File: src/rtl/pipe_pkg.sv
// Shared definitions for the 4-stage 8-bit pipeline: opcodes, special encodings, control states.
package pipe_pkg;

  localparam logic [1:0] OP_ADD = 2'b00;
  localparam logic [1:0] OP_MUL = 2'b01;
  localparam logic [1:0] OP_JMP = 2'b10;
  localparam logic [1:0] OP_SYS = 2'b11;

  localparam logic [7:0] INS_NOP  = 8'hC0;
  localparam logic [7:0] INS_HALT = 8'hFF;

  typedef enum logic [1:0] {
    RUN      = 2'd0,
    MUL_WAIT = 2'd1,
    HALT     = 2'd2
  } state_e;

endpackage

File: src/rtl/ins_decode.sv
// Combinational instruction field decode, shared by hazard control and the datapath.
module ins_decode
  import pipe_pkg::*;
(
  input  logic [7:0] ins,
  output logic [1:0] opcode,
  output logic [2:0] rd,
  output logic [2:0] rs,
  output logic       reads_regs,
  output logic       is_jmp,
  output logic       is_halt
);

  // Split fields and classify the instruction.
  always_comb begin
    opcode     = ins[7:6];
    rd         = ins[5:3];
    rs         = ins[2:0];
    reads_regs = (opcode == OP_ADD) || (opcode == OP_MUL);
    is_jmp     = (opcode == OP_JMP);
    is_halt    = (ins == INS_HALT);
  end

endmodule

File: src/rtl/pipe_hazard_ctrl.sv
// Pipeline control: RAW stalls against EX, multi-cycle MUL hold, jump squash and HALT.
module pipe_hazard_ctrl
  import pipe_pkg::*;
#(
  parameter int unsigned MUL_LAT  = 3,
  parameter int unsigned STALL_CW = 8
) (
  input  logic                clk,
  input  logic                reset,
  input  logic [7:0]          ifid_ins,
  input  logic [2:0]          ex_rd,
  input  logic                ex_we,
  input  logic                ex_is_mul,
  output logic                pc_en,
  output logic                pc_load,
  output logic [5:0]          jmp_addr,
  output logic                ifid_en,
  output logic                ifid_clr,
  output logic                idex_en,
  output logic                idex_clr,
  output logic                halted,
  output logic [STALL_CW-1:0] stall_cnt
);

  localparam int unsigned MCNT_W    = 4;
  localparam bit          MUL_MULTI = (MUL_LAT > 1);

  state_e              state_q, state_d;
  logic [MCNT_W-1:0]   mcnt_q, mcnt_d;
  logic [STALL_CW-1:0] stall_cnt_q, stall_cnt_d;
  logic                stall;

  logic [1:0] opcode;
  logic [2:0] rd, rs;
  logic       reads_regs, is_jmp, is_halt;
  logic       raw_haz;
  logic       unused_opcode;

  ins_decode u_dec (
    .ins        (ifid_ins),
    .opcode     (opcode),
    .rd         (rd),
    .rs         (rs),
    .reads_regs (reads_regs),
    .is_jmp     (is_jmp),
    .is_halt    (is_halt)
  );

  // Opcode is consumed through the decoder's classification flags.
  assign unused_opcode = ^opcode;

  // Only EX can collide with ID because the register file writes through.
  assign raw_haz  = ex_we && reads_regs && ((ex_rd == rd) || (ex_rd == rs));
  assign jmp_addr = ifid_ins[5:0];
  assign stall_cnt = stall_cnt_q;

  // Next-state and strobe decode; reset forces every strobe low.
  always_comb begin
    pc_en    = 1'b1;
    ifid_en  = 1'b1;
    idex_en  = 1'b1;
    pc_load  = 1'b0;
    ifid_clr = 1'b0;
    idex_clr = 1'b0;
    halted   = 1'b0;
    stall    = 1'b0;
    state_d  = state_q;
    mcnt_d   = mcnt_q;

    if (reset) begin
      pc_en   = 1'b0;
      ifid_en = 1'b0;
      idex_en = 1'b0;
    end else begin
      case (state_q)
        RUN: begin
          if (ex_is_mul && MUL_MULTI) begin
            pc_en   = 1'b0;
            ifid_en = 1'b0;
            idex_en = 1'b0;
            stall   = 1'b1;
            state_d = MUL_WAIT;
            mcnt_d  = MCNT_W'(MUL_LAT - 1);
          end else if (raw_haz) begin
            pc_en    = 1'b0;
            ifid_en  = 1'b0;
            idex_clr = 1'b1;
            stall    = 1'b1;
          end else if (is_halt) begin
            pc_en    = 1'b0;
            ifid_en  = 1'b0;
            idex_clr = 1'b1;
            state_d  = HALT;
          end else if (is_jmp) begin
            pc_load  = 1'b1;
            ifid_clr = 1'b1;
          end
        end
        MUL_WAIT: begin
          pc_en   = 1'b0;
          ifid_en = 1'b0;
          idex_en = 1'b0;
          stall   = 1'b1;
          mcnt_d  = mcnt_q - MCNT_W'(1);
          if (mcnt_q == MCNT_W'(1)) state_d = RUN;
        end
        HALT: begin
          pc_en    = 1'b0;
          ifid_en  = 1'b0;
          idex_clr = 1'b1;
          halted   = 1'b1;
        end
        default: state_d = RUN;
      endcase
    end

    stall_cnt_d = stall_cnt_q;
    if (stall && (stall_cnt_q != '1)) stall_cnt_d = stall_cnt_q + STALL_CW'(1);
  end

  // Control state, MUL countdown and saturating stall counter.
  always_ff @(posedge clk or posedge reset) begin
    if (reset) begin
      state_q     <= RUN;
      mcnt_q      <= '0;
      stall_cnt_q <= '0;
    end else begin
      state_q     <= state_d;
      mcnt_q      <= mcnt_d;
      stall_cnt_q <= stall_cnt_d;
    end
  end

endmodule

File: config.mk
export PLATFORM = sky130hd
export DESIGN_NAME = pipe_hazard_ctrl
export DESIGN_NICKNAME = d
export VERILOG_FILES = /design/src/rtl/pipe_pkg.sv /design/src/rtl/ins_decode.sv /design/src/rtl/pipe_hazard_ctrl.sv
export SDC_FILE = /design/constraint.sdc
export NUM_CORES = 1
export LEC_CHECK = 0
export ABC_AREA = 1
export CORE_MARGIN = 2
export CORE_UTILIZATION = 49
export CTS_BUF_LIST = sky130_fd_sc_hd__clkbuf_4 sky130_fd_sc_hd__clkbuf_8
export CTS_CLUSTER_DIAMETER = 50
export CTS_CLUSTER_SIZE = 14
export DETAILED_ROUTE_END_ITERATION = 6
export PLACE_DENSITY = 0.85
export SLEW_MARGIN = 20
export SYNTH_ARGS = -nofsm -noshare
export SYNTH_HDL_FRONTEND = slang
export SYNTH_HIERARCHICAL = 1
export SYNTH_SLANG_ARGS = --single-unit
File: constraint.sdc
create_clock -name clk -period 1.85 [get_ports clk]
set_clock_uncertainty 0.05 [all_clocks]
set_input_delay 0.2775 -clock clk [delete_from_list [all_inputs] [get_ports clk]]
set_output_delay 0.2775 -clock clk [all_outputs]
set_load 0.005 [all_outputs]
==> results of run 1 <==
worst max-delay path: cells and delay by family, from the launching register on:
kind	cells	cell delay, ps
DFF	1	400
buffers and inverters	4	300
and+or+nand+nor	4	300
adders and majority gates	1	130
flip-flops by register name (all words and copies together) (netlist names):
signal     count
stall_cnt      8
state_q        2
mcnt_q         4
layout by cell type (no fill, tap or decap):
cell,instances
dfrtp_1,14
clkdlybuf4s50_1,19
nor2_4,3
nor3_2,2
clkbuf_4,3
nand3_1,15
dlygate4sd2_1,10
o21ai_0,1
buf_4,14
buf_2,6
a21oi_1,2
xnor2_1,3
a31oi_1,1
nand3_2,1
ha_4,1
nor2_1,12
inv_2,8
buf_6,1
ha_1,4
nand2_1,51
o21ai_1,1
inv_1,21
a31oi_4,1
nand2_4,1
o22ai_2,1
nor2_2,2
xor2_1,5
clkbuf_8,1
o21ai_2,1
nand3b_1,1
nor3_1,1
ha_2,1
nand2_2,4
timing repair:
item	4_1_cts	5_1_grt
buffers inserted	0	1
endpoints found under the setup margin	7	5
resized for setup	41	7
pin swaps	0	3
endpoints found under the hold margin	0	0
through the flow:
step	setup slack, ps	hold WS, ps	instances	setup TNS, ps
3_3_place_gp	-366.5	462.9	235	-1838
4_1_cts	16.68	365.8	239	0
3_5_place_dp	-404.8	479.0	235	-2381
5_1_grt	-27.53	410.4	240	-74.49
2_1_floorplan	163.4	61.12	172	0
6_report	84.28	371.1	240	0
cell type report:
cell class / instances / area share
clock buffers: 4 / 0.02239
inverters: 29 / 0.06718
multi-input cells: 115 / 0.4108
flip-flops and latches: 14 / 0.2162
well taps: 28 / 0.02162
repair buffers: 50 / 0.2618
layer usage:
metal	track usage	routed length, um
met1	0.2375	1114
met2	0.4630	1620
met3	0.05367	109
met4	0.05983	31
met5	0	0
final timing paths:
kind	startpoint	end	slack, ps	cells past startpoint
worst max-delay path	state_q[1]$_DFFE_PP0P_	ifid_clr	80	9
worst min-delay path	reset	mcnt_q[0]$_DFFE_PP0P_	370	3
worst max register to register	state_q[1]$_DFFE_PP0P_	stall_cnt[4]$_DFFE_PP0P_	100	9
worst min register to register	mcnt_q[3]$_DFFE_PP0P_	mcnt_q[3]$_DFFE_PP0P_	490	2
max in group asynchronous	reset	stall_cnt[5]$_DFFE_PP0P_	1180	3
min in group clk	mcnt_q[3]$_DFFE_PP0P_	mcnt_q[3]$_DFFE_PP0P_	490	2
power by group through the flow:
stage	logic, mW	registers [mW]	clock network (mW)
after floorplan	0.0573	0.312	0
after global placement	0.104	0.312	0
after detailed placement	0.107	0.312	0
after CTS	0.0987	0.306	0.230
after global routing	0.109	0.306	0.245
final	0.0981	0.306	0.224
==> results.yml, run 1 <==
clock_tree:
  clkTransAtPathRegs_ps: 90
  cts_sinks: 14
  hold_buffers: 0
  clk-insertion-delay-late_ps: 290
  cts_buffers: 3
  cts_tree: "yes"
  cts_root_buffer: "clkbuf_4"
  htreeDepth: 1
  clock_tree.buffer_depth: 2
layout:
  seq_area_um2: 350.3
  utilization: 0.7186
  multi_input_area_um2: 665.6
  final_area_mm2: 0.001620
  post_route_cells_drive_above_1_share: 0.2406
  diodes: 0
  areaGrowthSynthToFinish_pct: 35.46
  fillers: 185
  nets: 234
setup_path:
  slowest_delay_ps: 400
  endpoint_kind: "output pin"
  crit_top_cell: "inv_2"
  crit_type: "register to output pin"
  cpMaxStageDelayCell: "dfrtp_1"
  worst_ep_required_time_ps: 1520
  cp_max_fo: 2
  startpoint_type: "register"
  cp_cell_sequence: "inv_2 -> ha_4 -> inv_2 -> nor2_4 -> nand2_2 -> inv_2 -> nand2_1 -> nor2_2 -> buf_2"
  cp.arrival_ps: 1440
synth:
  synth_area_mm2: 0.001196
  synthesis.nets: 193
  synth_cells: 172
  yosys_warnings: 6
  synth_area_per_cell_um2: 6.954
route:
  drc: 0
  routed_wl_um: 2876
  wl_per_cell_um: 11.98
  final_antenna_net_count: 0
  drt-initial-drc-count: 27
  drtPass1Iterations: 4
  viasPerCell: 4.838
  vias: 1161
floorplan:
  rows: 17
  die-height_um: 53.41
  top_level_ports: 36
  dieArea_mm2: 0.002852
  start_util: 0.5305
  placeableCoreArea_mm2: 0.002255
  die_w_um: 53.41
sta:
  grt_setup_unrepaired: "true"
  hold_viol: 0
  period_minus_slack_ps: 1766
  slew-limit-headroom: 0.7922
  final_max_slew_viol_count: 0
  setup_viol_count_final: 0
  max_freq_mhz: 566.3
  worst_pin_slew_ps: 311.6
  period_share: 0.9544
placed_design:
  io_buffers: 35
  dp_hpwl_um: 2325
  placed_area_mm2: 0.001582
  place.gp.congestion: 0.8401
power_and_ir_drop:
  leakagePower_nw: 0.8955
  seq_power_share: 0.487
  combPwrFrac: 0.156
  clkPwrFrac: 0.357
  p_switching_uw: 152.6
  p_sw_frac: 0.2430
  p_int_uw: 475.4
  vdd_ir_drop_max_mv: 0.3701
  powerDensity_mw_per_mm2: 387.5
  report.power.total_uw: 627.9
run_status:
  outcome: "complete, no violations"
global_route:
  overflow: 0
  antenna_found_initial: 0
  grt_max_degree: 17
  grt_pass1_wl_um: 4788
  grt_pass1_vias: 1148
  track_usage: 0.2334
hold_path:
  min_path_type: "primary input to async pin"
job:
  maxCapViolations: 0
No activity file was read; power rests on OpenSTA's default activity.
==> run 2, diff against run 1 <==
SETUP_SLACK_MARGIN = 0.02   (was unset)
==> run 2 against run 1 <==
Against the previous run:
- sequential cell count is the same
- final cell count unchanged
- power rose by 0.28%
- fmax fell by 1.8%
- critical endpoint is now pc_load
==> results.yml, run 2 (same netlist as run 1, synthesis figures left out) <==
run_status:
  outcome: "complete, no violations"
clock_tree:
  cts_buffers: 3
  htreeDepth: 1
  clock_tree.buffer_depth: 2
  clk-insertion-delay-late_ps: 290
  cts_tree: "yes"
  hold_buffers: 0
  cts_root_buffer: "clkbuf_4"
  clkTransAtPathRegs_ps: 90
  cts_sinks: 14
route:
  drc: 0
  drtPass1Iterations: 4
  wl_per_cell_um: 12.24
  vias: 1181
  final_antenna_net_count: 0
  drt-initial-drc-count: 22
  viasPerCell: 4.921
  routed_wl_um: 2937
setup_path:
  startpoint_type: "register"
  cpMaxStageDelayCell: "dfrtp_1"
  crit_type: "register to output pin"
  endpoint_kind: "output pin"
  cp.arrival_ps: 1470
  crit_family: "flip-flops"
  slowest_delay_ps: 400
  cp_cell_sequence: "inv_2 -> ha_4 -> inv_4 -> nor2_4 -> nand2_2 -> inv_2 -> nand2_2 -> nor2_2 -> buf_2"
  worst_ep_required_time_ps: 1520
  critPathBufInv: 4
  cp_max_fo: 2
sta:
  fin_hold_ws_ps: 370.2
  grt_setup_unrepaired: "true"
  final_max_slew_viol_count: 0
  setup_viol_count_final: 0
  hold_viol: 0
  period_minus_slack_ps: 1799
  slew-limit-headroom: 0.7945
  period_share: 0.9722
  finalSetupTns_ps: 0
  worst_pin_slew_ps: 308.2
  max_freq_mhz: 556.0
global_route:
  overflow: 0
  track_usage: 0.2339
  grt_max_degree: 17
  antenna_found_initial: 0
  grt_pass1_wl_um: 4788
  grt_pass1_vias: 1151
hold_path:
  min_path_type: "primary input to async pin"
layout:
  fillers: 183
  areaGrowthSynthToFinish_pct: 37.03
  final_area_mm2: 0.001639
  post_route_cells_drive_above_1_share: 0.2500
  final_cell_mix: "50 x nand2_1, 21 x inv_1, 19 x clkdlybuf4s50_1, 15 x nand3_1"
  nets: 234
  final_common_cell: "nand2_1"
  utilization: 0.7270
  largest_reg_flops: 8
  diodes: 0
power_and_ir_drop:
  powerDensity_mw_per_mm2: 384.2
  leakagePower_nw: 0.8937
  report.power.total_uw: 629.7
  vdd_ir_drop_max_mv: 0.3699
placed_design:
  placed_area_mm2: 0.001582
  dp_hpwl_um: 2325
  place.gp.congestion: 0.8401
  io_buffers: 35
floorplan:
  placeableCoreArea_mm2: 0.002255
  rows: 17
  die_w_um: 53.41
  top_level_ports: 36
  dieArea_mm2: 0.002852
  start_util: 0.5305
  die-height_um: 53.41
job:
  maxCapViolations: 0
run 2: worst min-delay path: cells and delay by family:
kind	cells	cell delay, ps
buf+inv	3	820
run 2: cell type report:
cell class | count | area, um2 | share of cell area
repair buffers | 50 | 424.2 | 0.2588
clock buffers | 4 | 36.28 | 0.02214
flip-flops and latches | 14 | 350.3 | 0.2137
well taps | 28 | 35.03 | 0.02137
inverters | 29 | 111.4 | 0.06794
multi-input cells | 115 | 681.9 | 0.4160
run 2: power breakdown:
part,internal (mW),total [mW],switching [mW]
registers,0.306,0.306,0
logic,0.0495,0.0982,0.0488
clock network,0.120,0.226,0.106
run 2: what timing repair did:
action,in CTS,in global routing
endpoints found under the setup margin,7,6
resized for setup,38,12
setup buffers,0,1
gates cloned,0,0
pin swaps,3,5
run 2: layer usage:
metal | GRT usage | wire [um] | up-vias
met4 | 0.06838 | 42 | 0
met2 | 0.4630 | 1633 | 28
met1 | 0.2341 | 1152 | 556
met3 | 0.05650 | 109 | 6
li1 | - | - | 591
met5 | 0 | 0 | -
run 2: worst paths after layout:
check	start	to	slack, ps	cells after the start
setup reg to reg	state_q[1]$_DFFE_PP0P_	stall_cnt[4]$_DFFE_PP0P_	110	9
hold / removal	reset	mcnt_q[0]$_DFFE_PP0P_	370	3
setup / recovery	state_q[1]$_DFFE_PP0P_	pc_load	50	9
hold reg to reg	mcnt_q[3]$_DFFE_PP0P_	mcnt_q[3]$_DFFE_PP0P_	490	2
min in group clk	mcnt_q[3]$_DFFE_PP0P_	mcnt_q[3]$_DFFE_PP0P_	490	2
max in group asynchronous	reset	stall_cnt[5]$_DFFE_PP0P_	1180	3
run 2: per-stage QoR:
stage	std cells	setup slack (ps)
3_3_place_gp	235	-366.5
4_1_cts	239	-19.46
6_report	240	51.48
5_1_grt	240	-53.39
2_1_floorplan	172	163.4
3_5_place_dp	235	-404.8
